### config.mk
export PLATFORM = sky130hd
export DESIGN_NAME = order_dispatcher
export DESIGN_NICKNAME = d
export VERILOG_FILES = /design/src/rtl/dispatch_pkg.sv /design/src/rtl/tick_prescaler.sv /design/src/rtl/order_dispatcher.sv
export SDC_FILE = /design/constraint.sdc
export NUM_CORES = 1
export LEC_CHECK = 0
export ABC_AREA = 1
export CAP_MARGIN = 20
export CORE_UTILIZATION = 54
export CTS_CLUSTER_DIAMETER = 50
export DETAILED_ROUTE_END_ITERATION = 10
export PLACE_DENSITY = 0.87
export SYNTH_ARGS = -nofsm -noshare
export SYNTH_HDL_FRONTEND = slang
export SYNTH_SLANG_ARGS = --single-unit
### constraint.sdc
create_clock -name clk -period 1.6 [get_ports clk]
set_clock_uncertainty 0.05 [all_clocks]
set_input_delay 0.32 -clock clk [delete_from_list [all_inputs] [get_ports clk]]
set_output_delay 0.32 -clock clk [all_outputs]
set_load 0.005 [all_outputs]
### src/rtl/dispatch_pkg.sv
// Shared types and helpers for the order dispatcher: FSM state encoding,
// item index type, menu option decode and default preparation times.
package dispatch_pkg;

    typedef enum logic [1:0] {
        IDLE    = 2'd0,
        PREP    = 2'd1,
        DONE    = 2'd2,
        RELEASE = 2'd3
    } state_t;

    typedef logic [1:0] item_t;

    // Default preparation times in prep ticks, indexed by item (0..3 = item 1..4).
    localparam int PREP_T_DEFAULT [4] = '{10, 20, 30, 40};

    // True when exactly one option line is active.
    function automatic logic is_onehot(input logic [3:0] op);
        return (op != 4'b0000) && ((op & (op - 4'b0001)) == 4'b0000);
    endfunction

    // The menu drives its option lines mirrored: op[3] selects item 1.
    function automatic item_t decode_item(input logic [3:0] op);
        item_t idx;
        case (op)
            4'b1000: idx = 2'd0;
            4'b0100: idx = 2'd1;
            4'b0010: idx = 2'd2;
            4'b0001: idx = 2'd3;
            default: idx = 2'd0;
        endcase
        return idx;
    endfunction

    // Preparation time lookup for the latched item.
    function automatic int prep_ticks(input item_t idx, input int t1, input int t2,
                                      input int t3, input int t4);
        int ticks;
        case (idx)
            2'd0:    ticks = t1;
            2'd1:    ticks = t2;
            2'd2:    ticks = t3;
            default: ticks = t4;
        endcase
        return ticks;
    endfunction

endpackage

### src/rtl/tick_prescaler.sv
// Divides clk down to one-cycle prep ticks, one every TICK_DIV cycles while
// clear is low. Holding clear high parks the counter at zero so the first
// tick of an order arrives a full TICK_DIV cycles after clear drops.
module tick_prescaler #(
    parameter int TICK_DIV = 50_000
) (
    input  logic clk,
    input  logic reset_n,
    input  logic clear,
    output logic tick
);

    localparam int W = (TICK_DIV > 1) ? $clog2(TICK_DIV) : 1;
    localparam logic [W-1:0] LAST = W'(TICK_DIV - 1);

    logic [W-1:0] count;

    // Free-running divider that restarts from zero on clear or after the last count.
    // NOTE: state registers use non-blocking assignments so every flop samples
    // pre-edge values regardless of process evaluation order.
    always_ff @(posedge clk or negedge reset_n) begin
        if (!reset_n) begin
            count <= '0;
        end else if (clear || (count == LAST)) begin
            count <= '0;
        end else begin
            count <= count + 1'b1;
        end
    end

    assign tick = ~clear & (count == LAST);

endmodule

### src/rtl/order_dispatcher.sv
// Consumer end of the menu selection interface. A rising select flag with a
// valid one-hot option starts a timed preparation, then shows done_led and
// hands control back to the menu through clc. Invalid codes pulse err and go
// straight to the hand-back. Define ORDER_COUNT_EN to add the saturating
// served-orders counter and its port.
module order_dispatcher
    import dispatch_pkg::*;
#(
    parameter int TICK_DIV = 50_000,
    parameter int CNT_W    = 8,
    parameter int PREP_T1  = PREP_T_DEFAULT[0],
    parameter int PREP_T2  = PREP_T_DEFAULT[1],
    parameter int PREP_T3  = PREP_T_DEFAULT[2],
    parameter int PREP_T4  = PREP_T_DEFAULT[3],
    parameter int DONE_CYC = 4
) (
    input  logic             clk,
    input  logic             reset_n,
    input  logic [3:0]       op,
    input  logic             act,
    output logic             clc,
    output logic             busy,
    output logic             done_led,
    output logic             err,
    output logic [1:0]       item,
    output logic [CNT_W-1:0] remaining
`ifdef ORDER_COUNT_EN
    ,
    output logic [7:0]       served
`endif
);

    localparam int DW = (DONE_CYC > 1) ? $clog2(DONE_CYC) : 1;
    localparam logic [DW-1:0] DONE_LAST = DW'(DONE_CYC - 1);

    state_t          state;
    state_t          next_state;
    logic            act_q;
    logic            primed;
    logic            start;
    logic            op_valid;
    logic            load;
    logic            err_set;
    logic            tick;
    logic [DW-1:0]   done_cnt;

    // A select level already present when reset releases is not a new
    // selection, so edge detection waits one cycle for act_q to settle.
    assign start    = primed & act & ~act_q;
    assign op_valid = is_onehot(op);
    assign load     = (state == IDLE) & start & op_valid;
    assign err_set  = (state == IDLE) & start & ~op_valid;

    assign busy     = (state == PREP) | (state == DONE);
    assign done_led = (state == DONE);
    assign clc      = (state == RELEASE);

    tick_prescaler #(
        .TICK_DIV (TICK_DIV)
    ) u_prescaler (
        .clk     (clk),
        .reset_n (reset_n),
        .clear   (state != PREP),
        .tick    (tick)
    );

    // State register.
    always_ff @(posedge clk or negedge reset_n) begin
        if (!reset_n) begin
            state <= IDLE;
        end else begin
            state <= next_state;
        end
    end

    // Next-state logic; dropping act during an order aborts it silently.
    // NOTE: next_state gets a default before the case so no path leaves it
    // unassigned, which would otherwise infer a latch.
    always_comb begin
        next_state = state;
        case (state)
            IDLE: begin
                if (start) next_state = op_valid ? PREP : RELEASE;
            end
            PREP: begin
                if (!act)                   next_state = IDLE;
                else if (remaining == '0)   next_state = DONE;
            end
            DONE: begin
                if (!act)                   next_state = IDLE;
                else if (done_cnt == DONE_LAST) next_state = RELEASE;
            end
            RELEASE: begin
                if (!act) next_state = IDLE;
            end
            default: next_state = IDLE;
        endcase
    end

    // Select edge detector and one-cycle error pulse.
    always_ff @(posedge clk or negedge reset_n) begin
        if (!reset_n) begin
            act_q  <= 1'b0;
            primed <= 1'b0;
            err    <= 1'b0;
        end else begin
            act_q  <= act;
            primed <= 1'b1;
            err    <= err_set;
        end
    end

    // Item latch and prep-tick countdown; both hold their values across an abort.
    always_ff @(posedge clk or negedge reset_n) begin
        if (!reset_n) begin
            item      <= '0;
            remaining <= '0;
        end else if (load) begin
            item      <= decode_item(op);
            remaining <= CNT_W'(prep_ticks(decode_item(op), PREP_T1, PREP_T2, PREP_T3, PREP_T4));
        end else if ((state == PREP) && tick && (remaining != '0)) begin
            remaining <= remaining - 1'b1;
        end
    end

    // Counts cycles spent showing done_led.
    always_ff @(posedge clk or negedge reset_n) begin
        if (!reset_n) begin
            done_cnt <= '0;
        end else if (state == DONE) begin
            done_cnt <= done_cnt + 1'b1;
        end else begin
            done_cnt <= '0;
        end
    end

`ifdef ORDER_COUNT_EN
    logic served_inc;

    assign served_inc = (state == DONE) & (next_state == RELEASE);

    // Completed-order counter, saturating at 255.
    always_ff @(posedge clk or negedge reset_n) begin
        if (!reset_n) begin
            served <= '0;
        end else if (served_inc && (served != 8'hFF)) begin
            served <= served + 1'b1;
        end
    end
`endif

endmodule
; Word level (Yosys, flattened, before mapping)
; Cells that the tools add are included.
[word_totals]
mem_bits_rw = 0
rom_bits = 0
latch_bits = 0
n_memories = 0
ff_bits = 33
inputBits = 7
out_inout_bits = 14
[classes]
mux = 15
order_cmp = 0
multipliers = 0
n_reduce_logical = 12
div = 0
n_bitwise = 11
eq_ne = 15
n_shift = 0
addsub = 4
[ops]
columns = op, count
row1 = $mux 2, 9
row2 = $pmux 6 s3, 1
row3 = $add 16x1->16 const B, 1
row4 = $eq 16x16->1 const B, 1
row5 = $mux 16, 1
row6 = $mux 8, 2
row7 = $eq 2x2->1 const B, 4
row8 = $logic_not 8->1, 1
row9 = $pmux 2 s4, 1
row10 = $reduce_bool 8->1, 1
row11 = $sub 8x1->8 const B, 1
row12 = $and 1x1->1, 6
row13 = $ne 3x2->1 const B, 2
row14 = $pmux 2 s3, 1
row15 = $and 4x4->4, 1
row16 = $eq 2x1->1 const B, 2
row17 = $eq 4x1->1 const B, 1
row18 = $eq 4x2->1 const B, 1
row19 = $eq 4x3->1 const B, 1
row20 = $logic_not 2->1, 2
row21 = $logic_not 4->1, 1
row22 = $ne 2x2->1 const B, 2
row23 = $reduce_and 4->1, 1
row24 = $reduce_bool 4->1, 1
row25 = 8 further kinds, 12

; Longest topological paths before layout
; Gate-level depths: netlist of the first run.
[depth]
word_depth = 9
ltp_mapped = 9

; Cells and area by module
; From an unflattened synthesis of the first run, not the netlist that was laid out.
[unflattened]
hier_cells = 275
area_unflattened_um2 = 2068.2
[by_module_without_submodules]
columns = module, instances, cells_per_inst, area_per_inst_um2
row1 = order_dispatcher, 1, 156, 1159.9
row2 = tick_prescaler, 1, 119, 908.4

; Least setup slack after synthesis of the first run
; OpenSTA, ideal clock, no wires.
[synth_path]
kind = register -> register
start = reg state[0]
end = reg remaining[0]
period_less_slack_ps = 1430
setup_time_ps = 118
arrival_time_ps = 1262
stages_incl_launch_ff = 9
path_slack_ps = 170
path_cell_list = dfrtp_1 -> inv_1 -> ha_1 -> nand4_1 -> inv_2 -> nand2_8 -> buf_6 -> nand3_1 -> nand2_1
[synth_between]
elab_chain_len = 6
[synth_lines]
columns = item, line
row1 = "start, declared", order_dispatcher.sv:36  ; state_t state;
row2 = "start signal, assigned", order_dispatcher.sv:72  ; state <= next_state;
row3 = $ne 2x1->1, order_dispatcher.sv:63  ; .clear (state != PREP),
row4 = $not 1->1, tick_prescaler.sv:31  ; assign tick = ~clear & (count == LAST);
row5 = $and 1x1->1, tick_prescaler.sv:31
row6 = $logic_and 1x1->1 (2 in series), order_dispatcher.sv:121  ; end else if ((state == PREP) && tick && (remaining != '0)) begin
row7 = $reduce_bool 2->1 (no line), -
row8 = "end signal, assigned", order_dispatcher.sv:120  ; remaining <= CNT_W'(prep_ticks(decode_item(op), PREP_T1, PREP_T2, PREP_T3, PREP_T4));
row9 = "end signal, assigned", order_dispatcher.sv:122  ; remaining <= remaining - 1'b1;
row10 = "end, declared", order_dispatcher.sv:26  ; output logic [CNT_W-1:0] remaining
; Several ways; a longest one is shown, not always the timed one.
; A chain may end at the register's enable or synchronous reset.

; Worst setup path after layout of the first run
[layout_path]
start = reg state[0]
end = reg remaining[3]
; The elaborated chain is that of the path after synthesis.

==> results of run 1 <==
power by group through the flow:
stage	Combinational (uW)	Clock [uW]	Sequential, uW
after global routing	2280	662	1140
after detailed placement	1520	0	1170
after CTS	1770	632	1100
after global placement	1450	0	1160
final	2130	627	1120
after floorplan	934	0	1150
registers in the layout, indices dropped and copies added, names as in the netlist:
name,count
u_prescaler.count,16
remaining,8
done_cnt,2
item,2
state,2
act_q,1
err,1
primed,1
cell usage after synthesis (2+ instances only):
cell,count,area (sq um)
a21oi_1,4,20.0
buf_6,2,22.5
dfrtp_1,33,826
ha_1,11,138
inv_1,32,120
inv_2,4,15.0
nand2_1,69,259
nand2_2,8,50.1
nand2_4,3,33.8
nand3_1,24,120
nand3_2,2,20.0
nand3b_1,2,15.0
nand4_1,6,37.5
nor2_1,40,150
nor2_2,8,50.1
nor2_4,3,33.8
nor3_1,5,25.0
nor3b_1,2,15.0
o21ai_0,3,15.0
o21bai_1,2,15.0
xor2_1,8,70.1
through the flow:
stage / setup slack (ns) / utilization / TNS [ns] / cell area (sq um)
after floorplan: 0.170 / - / 0 / 2160
after global placement: -0.228 / 0.674 / -1.27 / 2520
after detailed placement: -0.300 / 0.674 / -2.01 / 2520
after CTS: -0.00350 / 0.725 / -0.00350 / 2710
after global routing: -0.0924 / 0.772 / -0.454 / 2890
final: -0.00197 / 0.772 / -0.00197 / 2890
layer usage:
layer  part of all wire  GRT usage  up-vias  routed length, um
li1                   -          -     1015                  -
met1               0.39      0.297     1020               2270
met2               0.48      0.437      135               2820
met3              0.066     0.0573       50                382
met4              0.059      0.158        0                345
met5                  0          0        -                  0
worst reg2reg max path: cells and delay by family (launching register included):
family                   cells  cell delay, ns
flip-flops                   1            0.40
adder cells (fa/ha/maj)      1            0.17
buffers and inverters        2            0.28
AND/OR/NAND/NOR              6            0.60
what timing repair did:
item,CTS,global route
buffers inserted,11,11
setup endpoints to repair,16,16
hold endpoints to repair,0,0
cloned,0,1
resized for setup,16,28
pin swaps,0,10
cell families after synthesis:
group	after synthesis	synth area share
other	1	0.00174
XOR/XNOR	9	0.0365
flip-flops	33	0.383
buffers and inverters	38	0.0731
AND/OR/NAND/NOR	178	0.409
AO/OA/AOI/OAI	12	0.0331
adder cells (fa/ha/maj)	11	0.0638
final timing paths:
kind / endpoint / slack, ns / depth (start not counted)
setup / recovery: remaining[3] / -0.002 / 9
hold / removal: u_prescaler.count[5] / 0.34 / 2
setup reg to reg: remaining[3] / -0.002 / 9
min in group clk: done_cnt[0] / 0.38 / 1
hold reg to reg: done_cnt[0] / 0.38 / 1
max in group asynchronous: remaining[3] / 0.98 / 2
final cells by class:
| type | count | area [sq um] | share of cell area |
|---|---|---|---|
| clock buffers | 5 | 68.8 | 0.0238 |
| flip-flops and latches | 33 | 828 | 0.287 |
| clock inverters | 3 | 17.5 | 0.00606 |
| inverters | 36 | 135 | 0.0468 |
| well taps | 48 | 60.1 | 0.0208 |
| repair buffers | 56 | 498 | 0.172 |
| multi-input cells | 212 | 1280 | 0.443 |
==> results.cfg, run 1 <==
[logic_synthesis]
synth_top_flop_cell = dfrtp_1
yosysSeqAreaShare = 0.383
synth_cells = 282
synth_edf_count = 0
syn_area_sq_mm = 0.00216
yosys_warnings = 0
synth_seq_cells = 33
syn-num-nets = 300
async_reset_ff_frac = 1.00
syn_avg_cell_area_sq_um = 7.65
synth_cell_types = 32

[pwr]
pwr-share-clk = 0.162
power_switching_uw = 1620
internal_power_uw = 2250
p_seq_frac = 0.289
switching_share = 0.419
power.density_mw_per_mm2 = 1340
comb_power_share = 0.549
vdd_drop_max_v = 0.000803
leakagePower_uw = 0.00147
power_uw = 3880

[final_layout]
antenna_cells = 0
mostFrequentLayoutCell = nand2_1
layout_common_cells = nand2_1 (63), nor2_1 (39), buf_4 (32)
area_growth_syn_to_layout_pct = 33.9
fin_cells = 393
final_nets = 362
fillers = 250
final_layout_size_suffix_gt1_frac = 0.284

[worst_setup_path]
cp_data_required_time_ns = 1.74
worstPathMaxFanout = 19
cp-start-kind = flip-flop
slowest_stage = dfrtp_1
cpLargestDelayFamily = simple AND/OR/NAND/NOR gates
slowest_delay_ns = 0.40
crit_chain = inv_2 > ha_1 > nand4_1 > inv_2 > nand2_8 > nand2_1 > nand2_1 > nand2_2 > nand2_2
r2r-start = state[0]
end_kind = flip-flop
startpoint = state[0]
path_class = reg -> reg
path_buf_inv = 2
crit_arrival_ns = 1.74

[timing]
post-route-period-util = 1.00
rsz0062_at_grt = true
setup_viol = 1
max_freq_mhz = 624
setup_slack_ns = -0.00197
slew_violations = 0
whs_ns = 0.342
post-route-min-period_ns = 1.60
hold_viol_final = 0

[grt]
grt_usage = 0.259
grt_max_degree = 34
grt_pass1_wl_um = 8390
antenna_found_initial = 0
grt_pass1_vias = 2071
grt-ovfl-total = 0

[place]
port_buffers = 20
placed_cells = 362
gp_congestion = 0.849
dp_hpwl_um = 3430

[clock_network]
cts_root_buf = clkbuf_8
clock-sinks = 33
cts_buffers = 5
postCtsHoldBufs = 0
path_clk_slew_ns = 0.07
htreeDepth = 2
clk_latency_ns = 0.29
cts_tree = built
cts_buffer_depth = 2

[outcome]
outcome = complete, but fails checks
failed_checks = negative setup slack

[detailed_routing]
drc_errors = 0
wl_per_cell_um = 14.8
first_pass_iters = 6
dr_total_vias = 2220
wirelength_um = 5820
dr.first_iter.drc_count = 258
drt-vias-per-instance = 5.65
ant_nets = 0

[flow_run]
maxCapViolCount = 0

[floorplanning]
die_x_um = 65.2
placementRows = 22
die-area_sq_mm = 0.00425
ios = 21
dieHeight_um = 65.2
core_area_sq_mm = 0.00374
start_util = 0.576

[min_path]
worstHoldPathType = in -> async
Power figures use the tool's default switching activity.
==> run 2: changes to the inputs <==
--- a/config.mk
+++ b/config.mk
@@ -8,8 +8,10 @@
 export ABC_AREA = 1
 export CAP_MARGIN = 20
 export CORE_UTILIZATION = 54
+export CTS_BUF_LIST = sky130_fd_sc_hd__clkbuf_4 sky130_fd_sc_hd__clkbuf_8 sky130_fd_sc_hd__clkbuf_16
 export CTS_CLUSTER_DIAMETER = 50
 export DETAILED_ROUTE_END_ITERATION = 10
+export HOLD_SLACK_MARGIN = 0.05
 export PLACE_DENSITY = 0.87
 export SYNTH_ARGS = -nofsm -noshare
 export SYNTH_HDL_FRONTEND = slang
==> results of run 2 <==
The final DEF is identical to that of run 1; final timing and power are the same.
